$ cat src/rtl/multicycle_controller_pkg.sv
// mc_ctrl_pkg: state codes, opcodes, datapath select encodings and the control-word type for the multicycle controller.
package mc_ctrl_pkg;
  typedef logic [3:0] stateT;
  localparam stateT FETCH    = 4'h0;
  localparam stateT DECODE   = 4'h1;
  localparam stateT MEMADR   = 4'h2;
  localparam stateT MEMREAD  = 4'h3;
  localparam stateT MEMWB    = 4'h4;
  localparam stateT MEMWRITE = 4'h5;
  localparam stateT EXECUTER = 4'h6;
  localparam stateT EXECUTEI = 4'h7;
  localparam stateT JAL      = 4'h8;
  localparam stateT ALUWB    = 4'h9;
  localparam stateT BEQ      = 4'hA;
  localparam stateT TRAP     = 4'hF;
  localparam logic [6:0] OP_LW   = 7'b0000011;
  localparam logic [6:0] OP_SW   = 7'b0100011;
  localparam logic [6:0] OP_R    = 7'b0110011;
  localparam logic [6:0] OP_I    = 7'b0010011;
  localparam logic [6:0] OP_BEQ  = 7'b1100011;
  localparam logic [6:0] OP_JAL  = 7'b1101111;
  localparam logic [1:0] ALU_ADD = 2'b00;
  localparam logic [1:0] ALU_SUB = 2'b01;
  localparam logic [1:0] ALU_FN  = 2'b10;
  localparam logic [1:0] RES_ALUOUT = 2'b00;
  localparam logic [1:0] RES_DATA   = 2'b01;
  localparam logic [1:0] RES_ALURES = 2'b10;
  localparam logic [1:0] SRCA_PC    = 2'b00;
  localparam logic [1:0] SRCA_OLDPC = 2'b01;
  localparam logic [1:0] SRCA_RD1   = 2'b10;
  localparam logic [1:0] SRCB_RD2   = 2'b00;
  localparam logic [1:0] SRCB_IMM   = 2'b01;
  localparam logic [1:0] SRCB_FOUR  = 2'b10;
  localparam logic [1:0] IMM_I = 2'b00;
  localparam logic [1:0] IMM_S = 2'b01;
  localparam logic [1:0] IMM_B = 2'b10;
  localparam logic [1:0] IMM_J = 2'b11;
  typedef struct packed {
    logic       pcUpdate;
    logic       branch;
    logic       adrSrc;
    logic       memWrite;
    logic       irWrite;
    logic [1:0] resultSrc;
    logic [1:0] aluSrcA;
    logic [1:0] aluSrcB;
    logic [1:0] aluOp;
    logic       regWrite;
  } ctrlT;
  // States that touch shared memory and therefore stretch by the wait count.
  function automatic logic isMemState(input stateT s);
    return s == FETCH || s == MEMREAD || s == MEMWRITE;
  endfunction
endpackage

$ cat src/rtl/multicycle_controller_if.sv
// mc_ctrl_if: opcode in, datapath selects/strobes out; master is the controller, slave the datapath side.
interface mc_ctrl_if;
  logic [6:0] Op;
  logic       PCUpdate;
  logic       Branch;
  logic       AdrSrc;
  logic       MemWrite;
  logic       IRWrite;
  logic [1:0] ResultSrc;
  logic [1:0] ALUSrcA;
  logic [1:0] ALUSrcB;
  logic [1:0] ALUOp;
  logic [1:0] ImmSrc;
  logic       RegWrite;
  logic [3:0] State;
  modport master (
    input  Op,
    output PCUpdate, Branch, AdrSrc, MemWrite, IRWrite, ResultSrc,
           ALUSrcA, ALUSrcB, ALUOp, ImmSrc, RegWrite, State
  );
  modport slave (
    output Op,
    input  PCUpdate, Branch, AdrSrc, MemWrite, IRWrite, ResultSrc,
           ALUSrcA, ALUSrcB, ALUOp, ImmSrc, RegWrite, State
  );
endinterface

$ cat src/rtl/multicycle_controller_imm_src_decoder.sv
// imm_src_decoder: combinational opcode -> immediate format select, shared with the single-cycle decoder.
module imm_src_decoder
  import mc_ctrl_pkg::*;
(
  input  logic [6:0] op,
  output logic [1:0] immSrc
);
  always_comb
    immSrc = op == OP_SW  ? IMM_S :
             op == OP_BEQ ? IMM_B :
             op == OP_JAL ? IMM_J : IMM_I;
endmodule

$ cat src/rtl/multicycle_controller.sv
// multicycle_controller: Moore FSM sequencing fetch/decode/execute/memory/writeback with MEM_LAT memory wait states.
// Define MC_CTRL_ILLEGAL_TRAP_EN to lock unknown opcodes into TRAP until reset instead of treating them as NOPs.
module multicycle_controller
  import mc_ctrl_pkg::*;
#(
  parameter int MEM_LAT = 0
) (
  input logic      clk,
  input logic      rst_n,
  mc_ctrl_if.master bus
);
  localparam int CNT_W = MEM_LAT > 0 ? $clog2(MEM_LAT + 1) : 1;
  stateT            state, nextState;
  logic [CNT_W-1:0] cnt;
  logic             waitDone;
  ctrlT             ctrl, ctrlOut;
  assign waitDone = cnt == CNT_W'(MEM_LAT);
  always_comb begin
    nextState = FETCH;
    case (state)
      FETCH:    nextState = waitDone ? DECODE : FETCH;
      DECODE:
        case (bus.Op)
          OP_LW, OP_SW: nextState = MEMADR;
          OP_R:         nextState = EXECUTER;
          OP_I:         nextState = EXECUTEI;
          OP_JAL:       nextState = JAL;
          OP_BEQ:       nextState = BEQ;
`ifdef MC_CTRL_ILLEGAL_TRAP_EN
          default:      nextState = TRAP;
`else
          default:      nextState = FETCH;
`endif
        endcase
      MEMADR:   nextState = bus.Op == OP_SW ? MEMWRITE : MEMREAD;
      MEMREAD:  nextState = waitDone ? MEMWB : MEMREAD;
      MEMWRITE: nextState = waitDone ? FETCH : MEMWRITE;
      EXECUTER: nextState = ALUWB;
      EXECUTEI: nextState = ALUWB;
      JAL:      nextState = ALUWB;
`ifdef MC_CTRL_ILLEGAL_TRAP_EN
      TRAP:     nextState = TRAP;
`endif
      default:  nextState = FETCH;
    endcase
  end
  // Counter idles at 0, so every memory state is entered with a fresh count.
  always_ff @(posedge clk) begin
    if (!rst_n) begin
      state <= FETCH;
      cnt   <= '0;
    end else begin
      state <= nextState;
      cnt   <= (isMemState(state) && !waitDone) ? cnt + CNT_W'(1) : '0;
    end
  end
  always_comb begin
    ctrl = '0;
    case (state)
      FETCH: begin
        ctrl.aluSrcA   = SRCA_PC;
        ctrl.aluSrcB   = SRCB_FOUR;
        ctrl.aluOp     = ALU_ADD;
        ctrl.resultSrc = RES_ALURES;
        ctrl.irWrite   = waitDone;
        ctrl.pcUpdate  = waitDone;
      end
      DECODE: begin
        ctrl.aluSrcA = SRCA_OLDPC;
        ctrl.aluSrcB = SRCB_IMM;
        ctrl.aluOp   = ALU_ADD;
      end
      MEMADR: begin
        ctrl.aluSrcA = SRCA_RD1;
        ctrl.aluSrcB = SRCB_IMM;
        ctrl.aluOp   = ALU_ADD;
      end
      MEMREAD: begin
        ctrl.resultSrc = RES_ALUOUT;
        ctrl.adrSrc    = 1'b1;
      end
      MEMWB: begin
        ctrl.resultSrc = RES_DATA;
        ctrl.regWrite  = 1'b1;
      end
      MEMWRITE: begin
        ctrl.resultSrc = RES_ALUOUT;
        ctrl.adrSrc    = 1'b1;
        ctrl.memWrite  = 1'b1;
      end
      EXECUTER: begin
        ctrl.aluSrcA = SRCA_RD1;
        ctrl.aluSrcB = SRCB_RD2;
        ctrl.aluOp   = ALU_FN;
      end
      EXECUTEI: begin
        ctrl.aluSrcA = SRCA_RD1;
        ctrl.aluSrcB = SRCB_IMM;
        ctrl.aluOp   = ALU_FN;
      end
      JAL: begin
        ctrl.aluSrcA   = SRCA_OLDPC;
        ctrl.aluSrcB   = SRCB_FOUR;
        ctrl.aluOp     = ALU_ADD;
        ctrl.resultSrc = RES_ALUOUT;
        ctrl.pcUpdate  = 1'b1;
      end
      ALUWB: begin
        ctrl.resultSrc = RES_ALUOUT;
        ctrl.regWrite  = 1'b1;
      end
      BEQ: begin
        ctrl.aluSrcA   = SRCA_RD1;
        ctrl.aluSrcB   = SRCB_RD2;
        ctrl.aluOp     = ALU_SUB;
        ctrl.resultSrc = RES_ALUOUT;
        ctrl.branch    = 1'b1;
      end
      default: ctrl = '0;
    endcase
  end
  // Reset masks every strobe in the same cycle so an abandoned instruction never writes.
  assign ctrlOut       = rst_n ? ctrl : '0;
  assign bus.PCUpdate  = ctrlOut.pcUpdate;
  assign bus.Branch    = ctrlOut.branch;
  assign bus.AdrSrc    = ctrlOut.adrSrc;
  assign bus.MemWrite  = ctrlOut.memWrite;
  assign bus.IRWrite   = ctrlOut.irWrite;
  assign bus.ResultSrc = ctrlOut.resultSrc;
  assign bus.ALUSrcA   = ctrlOut.aluSrcA;
  assign bus.ALUSrcB   = ctrlOut.aluSrcB;
  assign bus.ALUOp     = ctrlOut.aluOp;
  assign bus.RegWrite  = ctrlOut.regWrite;
  assign bus.State     = state;
  imm_src_decoder immDec (
    .op    (bus.Op),
    .immSrc(bus.ImmSrc)
  );
endmodule

$ cat src/flat_wrapper.sv
// flat-port wrapper written by rule: the top's interface ports become plain ports
module multicycle_controller_flat import mc_ctrl_pkg::*;
#(
  parameter int MEM_LAT = 0
)
  (clk, rst_n, bus_Op, bus_PCUpdate, bus_Branch, bus_AdrSrc, bus_MemWrite, bus_IRWrite, bus_ResultSrc, bus_ALUSrcA, bus_ALUSrcB, bus_ALUOp, bus_ImmSrc, bus_RegWrite, bus_State);
  mc_ctrl_if bus_i ();
  input logic clk;
  input logic rst_n;
  input wire logic [$bits(bus_i.Op)-1:0] bus_Op;
  output wire logic [$bits(bus_i.PCUpdate)-1:0] bus_PCUpdate;
  output wire logic [$bits(bus_i.Branch)-1:0] bus_Branch;
  output wire logic [$bits(bus_i.AdrSrc)-1:0] bus_AdrSrc;
  output wire logic [$bits(bus_i.MemWrite)-1:0] bus_MemWrite;
  output wire logic [$bits(bus_i.IRWrite)-1:0] bus_IRWrite;
  output wire logic [$bits(bus_i.ResultSrc)-1:0] bus_ResultSrc;
  output wire logic [$bits(bus_i.ALUSrcA)-1:0] bus_ALUSrcA;
  output wire logic [$bits(bus_i.ALUSrcB)-1:0] bus_ALUSrcB;
  output wire logic [$bits(bus_i.ALUOp)-1:0] bus_ALUOp;
  output wire logic [$bits(bus_i.ImmSrc)-1:0] bus_ImmSrc;
  output wire logic [$bits(bus_i.RegWrite)-1:0] bus_RegWrite;
  output wire logic [$bits(bus_i.State)-1:0] bus_State;
  assign bus_i.Op = bus_Op;
  assign bus_PCUpdate = bus_i.PCUpdate;
  assign bus_Branch = bus_i.Branch;
  assign bus_AdrSrc = bus_i.AdrSrc;
  assign bus_MemWrite = bus_i.MemWrite;
  assign bus_IRWrite = bus_i.IRWrite;
  assign bus_ResultSrc = bus_i.ResultSrc;
  assign bus_ALUSrcA = bus_i.ALUSrcA;
  assign bus_ALUSrcB = bus_i.ALUSrcB;
  assign bus_ALUOp = bus_i.ALUOp;
  assign bus_ImmSrc = bus_i.ImmSrc;
  assign bus_RegWrite = bus_i.RegWrite;
  assign bus_State = bus_i.State;
  multicycle_controller #(.MEM_LAT(MEM_LAT)) u_core (.clk(clk), .rst_n(rst_n), .bus(bus_i));
endmodule
$ cat config.mk
export PLATFORM = sky130hd
export DESIGN_NAME = multicycle_controller_flat
export DESIGN_NICKNAME = d
export VERILOG_FILES = /design/src/rtl/multicycle_controller_pkg.sv /design/src/rtl/multicycle_controller_if.sv /design/src/rtl/multicycle_controller_imm_src_decoder.sv /design/src/rtl/multicycle_controller.sv /design/src/flat_wrapper.sv
export SDC_FILE = /design/constraint.sdc
export NUM_CORES = 1
export LEC_CHECK = 0
export BUFFER_PORTS_ARGS = -buffer_cell sky130_fd_sc_hd__buf_2
export CORE_AREA = 2 2 39 41
export CTS_BUF_LIST = sky130_fd_sc_hd__clkbuf_8
export CTS_CLUSTER_SIZE = 25
export DETAILED_ROUTE_END_ITERATION = 10
export DIE_AREA = 0 0 41 43
export PLACE_DENSITY = 0.8
export REMOVE_ABC_BUFFERS = 1
export SYNTH_ARGS = -nofsm -noshare
export SYNTH_HDL_FRONTEND = slang
export SYNTH_SLANG_ARGS = --single-unit
$ cat constraint.sdc
create_clock -name clk -period 3.17 [get_ports clk]
set_clock_uncertainty 0.2 [all_clocks]
set_input_delay 0.1585 -clock clk [delete_from_list [all_inputs] [get_ports clk]]
set_output_delay 0.1585 -clock clk [all_outputs]
set_load 0.1 [all_outputs]
# After elaboration in Yosys (flattened, before gate mapping)
# Cells that the tools add are included.
[word_totals]
output_inout_bits = 20
regBits = 5
[op_classes]
n_eq_ne = 16
reduce_logical = 9
n_mux = 18
bitwise = 1
add_sub_neg = 1
[op_table]
columns = ["op", "count"]
rows = [
  ["$pmux W6 S7", 1],
  ["$pmux W4 S6", 1],
  ["$pmux W4 S5", 1],
  ["$eq A4 B3 Y1 const B", 4],
  ["$eq A7 B6 Y1 const B", 2],
  ["$eq A7 B7 Y1 const B", 2],
  ["$mux W14", 1],
  ["$eq A4 B4 Y1 const B", 3],
  ["$mux W3", 3],
  ["$eq A4 B2 Y1 const B", 2],
  ["$eq A7 B2 Y1 const B", 1],
  ["$eq A7 B5 Y1 const B", 1],
  ["$mux W1", 6],
  ["$mux W2", 3],
  ["$reduce_or A2 Y1", 3],
  ["$eq A4 B1 Y1 const B", 1],
  ["$logic_not A4 Y1", 1],
  ["$pmux W2 S2", 1],
  ["$reduce_or A3 Y1", 1],
  ["$logic_or A1 B1 Y1", 2],
  ["$pmux W1 S2", 1],
  ["$reduce_and A2 Y1", 1],
  ["$add A1 B1 Y1 const B", 1],
  ["$logic_and A1 B1 Y1", 1],
  ["$not A1 Y1", 1],
]

# Longest topological paths before layout
[logic_depth]
word_depth = 5
mapped_depth = 5
mapped_depth_nobuf = 4

# Cells and area by module
# A second synthesis with hierarchy kept.
[unflattened]
cells_unflattened = 82
hier_area_um2 = 608.1
[by_module_without_submodules]
columns = ["mod", "n_inst", "area_each_um2", "cells_per_inst"]
rows = [
  ["multicycle_controller", 1, 566.8, 76],
  ["imm_src_decoder", 1, 41.3, 6],
]

# Worst setup path before layout
# Ideal clock, no wire load.
[synth_path]
kind = "register -> output"
startpoint = "reg u_core.state[3] (netlist: u_core.bus.State[3])"
endpoint = "out bus_PCUpdate"
slack_ns = -1.359
required_time_ns = 2.812
n_path_buf = 1
arrival_ns = 4.170
stages_incl_launch_ff = 4
path_cell_list = "dfxtp_1 -> buf_2 -> nor2b_1 -> nor4_1"
[synth_between]
elab_chain_len = 3
word_cells_on_any_way = 4
[synth_rtl]
columns = ["element", "line_no", "rtl"]
rows = [
  ["start, declared", "multicycle_controller.sv:13", "stateT state, nextState;"],
  ["start signal, assigned", "multicycle_controller.sv:53", "state <= nextState;"],
  ["$eq A4 B4 Y1 / $logic_not A4 Y1 (equally long branches)", "multicycle_controller.sv:59", "case (state)"],
  ["$pmux W1 S2 (*)", "multicycle_controller.sv:59", ""],
  ["$mux W14 (*)", "multicycle_controller.sv:123", "assign ctrlOut = rst_n ? ctrl : '0;"],
  ["end, declared", "flat_wrapper.sv:11", "output wire logic [$bits(bus_i.PCUpdate)-1:0] bus_PCUpdate;"],
]
# Every way passes the cells marked *; elsewhere a longest branch is shown, timed or not.

# Worst setup path after layout
[layout_path]
startpoint = "reg u_core.state[0] (netlist: u_core.bus.State[0])"
endpoint = "out bus_RegWrite"
[layout_between]
elab_chain_len = 4
word_cells_on_any_way = 5
[layout_rtl]
columns = ["element", "line_no", "rtl"]
rows = [
  ["$eq A4 B3 Y1 / $eq A4 B4 Y1 (equally long branches)", "multicycle_controller.sv:59", ""],
  ["$reduce_or A2 Y1 (no line) (*)", "--", ""],
  ["$mux W1 (*)", "multicycle_controller.sv:59", ""],
  ["$mux W14 (*)", "multicycle_controller.sv:123", ""],
  ["end, declared", "flat_wrapper.sv:21", "output wire logic [$bits(bus_i.RegWrite)-1:0] bus_RegWrite;"],
]
# Marked as above.

==> impl_metrics.env <==
export IMPL_status="complete, no violations"
export IMPL_yosysMostFrequentCell="nor3_1"
export IMPL_fill_cells=148
export IMPL_grt_pass1_wl_um=2100
export IMPL_grt_overflow_total=0
export IMPL_maxCapViolations=0
export IMPL_p_leak_nw=0.365
export IMPL_start_util=0.448
export IMPL_ys_seq_area_frac=0.161
export IMPL_ios=29
export IMPL_fp_dieH_um=43
export IMPL_diodes=0
export IMPL_ys_warn_count=0
export IMPL_final_cell_count_no_fill=123
export IMPL_finalSetupTns_ns=0
export IMPL_setup_violations=0
export IMPL_vias=678
export IMPL_ant_nets=0
export IMPL_syn_inst=82
export IMPL_rsz0062_at_grt="no"
export IMPL_ctsHoldBuffers=0
export IMPL_peakVddDrop_v=0.000294
export IMPL_cts_sinks=5
export IMPL_finalPower_mw=0.383
export IMPL_cts_max_level=1
export IMPL_cp_arrival_ns=1.94
export IMPL_synth_edff_count=0
export IMPL_slew_headroom=0.415
export IMPL_yosysTopAreaCell="dfxtp_1"
export IMPL_cts_resized=0
export IMPL_final_layout_size_suffix_gt1_frac=0.336
export IMPL_clk_pin_slew_ns=0.03
export IMPL_grt_start_max_net_pins=28
export IMPL_viasPerCell=5.51
export IMPL_routedWlPerCell_um=11.7
export IMPL_initialDrtViolationCount=11
export IMPL_p_per_area_mw_per_mm2=492
export IMPL_cts_root_buf="clkbuf_8"
export IMPL_coreArea_mm2=0.00138
export IMPL_synth_seq_cells=5
export IMPL_antenna_found_initial=0
export IMPL_synth_async_reset_ratio=0
export IMPL_dieWidth_um=41
export IMPL_rows=14
export IMPL_yosysTopAreaCellShare=0.161
export IMPL_grt_use_total=0.174
export IMPL_syn_to_final_growth_pct=25.4
export IMPL_hold_viol_final=0
export IMPL_cts_buffers_inserted=3
export IMPL_period_needed_ns=2.30
export IMPL_final_nets=117
export IMPL_totalWireLength_um=1430
export IMPL_cts_setup_buffers=0
export IMPL_dp_cells=119
export IMPL_cp_start_kind="register"
export IMPL_cts_max_path_buffers=2
export IMPL_final_util=0.562
export IMPL_grt_pass1_vias=519
export IMPL_cts_tree="built"
export IMPL_fin_crit_sh=0.724
export IMPL_worstSetupEndpointType="output pin"
export IMPL_synth_commonest_cells="8 x nor3_1, 7 x nor2b_1"
export IMPL_die_area_mm2=0.00176
export IMPL_synth_ff_type="dfxtp_1"
export IMPL_whs_ns=0.0449
export IMPL_hold_path_class="in -> reg"
export IMPL_clock_insertion_delay_worst_skew_ns=0.22
export IMPL_max_freq_mhz=436
export IMPL_critPathKind="reg -> out"
export IMPL_worst_pin_slew_ns=0.876
export IMPL_place_gp_congestion=0.862
export IMPL_first_pass_iters=4
export IMPL_dp_hpwl_um=1060
export IMPL_crit_fanout=21
export IMPL_port_buffers=28
export IMPL_avgSynthCellArea_um2=7.57
export IMPL_drc=0
export IMPL_crit_required_ns=2.81
export IMPL_synth_area_um2=621
export IMPL_yosys_top_cells_area="dfxtp_1 16%, nor2b_1 7.1%, nor3_1 6.5%"
export IMPL_maxSlewViolCount=0
export IMPL_ys_types=36
==> critical path: stages (launching register included) <==
cell and delay [ns]:
dfxtp_1 0.71, nor2b_1 0.28, a21oi_1 0.09, nor3b_1 0.18
buf_2 0.46
==> path summary, 6_finish.rpt <==
path / from / to / slack, ns / depth (start not counted)
setup reg to reg: u_core.bus.State[0] / u_core.bus.State[3] / 1.38 / 4
hold reg to reg: u_core.cnt / u_core.bus.State[1] / 0.47 / 2
setup / recovery: u_core.bus.State[0] / bus_RegWrite / 0.87 / 4
hold / removal: rst_n / u_core.bus.State[3] / 0.04 / 2
==> stage by stage <==
stage                     cell area (um^2)  setup slack [ns]
after global placement                 733              1.16
after CTS                              778             0.875
after global routing                   778             0.693
final                                  778             0.874
after floorplan                        573             -2.74
after detailed placement               733              1.12
==> area by class of cell <==
type / instances / area [um^2] / area share
Tap cell: 16 / 20.0 / 0.0257
Multi-Input combinational cell: 68 / 465 / 0.598
Clock inverter: 1 / 3.75 / 0.00482
Sequential cell: 5 / 100 / 0.129
Timing Repair Buffer: 28 / 140 / 0.180
Inverter: 2 / 7.51 / 0.00965
Clock buffer: 3 / 41.3 / 0.0531
==> report_power, final <==
group	leakage (nW)	switching [mW]	total, mW	internal [mW]
registers	0.0411	0.0235	0.0914	0.0679
logic	0.297	0.140	0.180	0.0396
clock network	0.0269	0.0291	0.112	0.0828
==> cell usage in the layout, fill, tap and decap left out, drive strengths merged, types with 2 or more instances in the layout <==
master,instances
dfxtp,5
o21ai,4
xnor2,2
and3,4
nor2b,7
nor3,8
nand3b,2
nand2,5
nand3,3
nand2b,2
clkbuf,3
a21oi,5
nor4,2
a211oi,2
nor3b,3
nor2,5
o21a,2
inv,3
buf,28
==> registers in the layout, summed over array words and instances (netlist names) <==
register	count
u_core.cnt	1
u_core.bus.State	4
==> layer usage <==
layer | share of wire | up-vias | track usage
li1 | - | 349 | -
met1 | 0.47 | 310 | 0.237
met2 | 0.47 | 17 | 0.247
met3 | 0.047 | 2 | 0.0314
met4 | 0.0098 | 0 | 0.100
met5 | 0 | - | 0
==> cells by family (layout without fill, tap and decap cells) <==
family,count (synthesis),count (layout),synth area share
multiplexers,1,1,0.0161
AND/OR/NAND/NOR,43,43,0.419
flip-flops,5,5,0.161
XOR/XNOR,3,3,0.0423
AO/OA/AOI/OAI,20,20,0.266
other,1,1,0.00604
buffers and inverters,9,34,0.0887
Power figures use the tool's default switching activity.
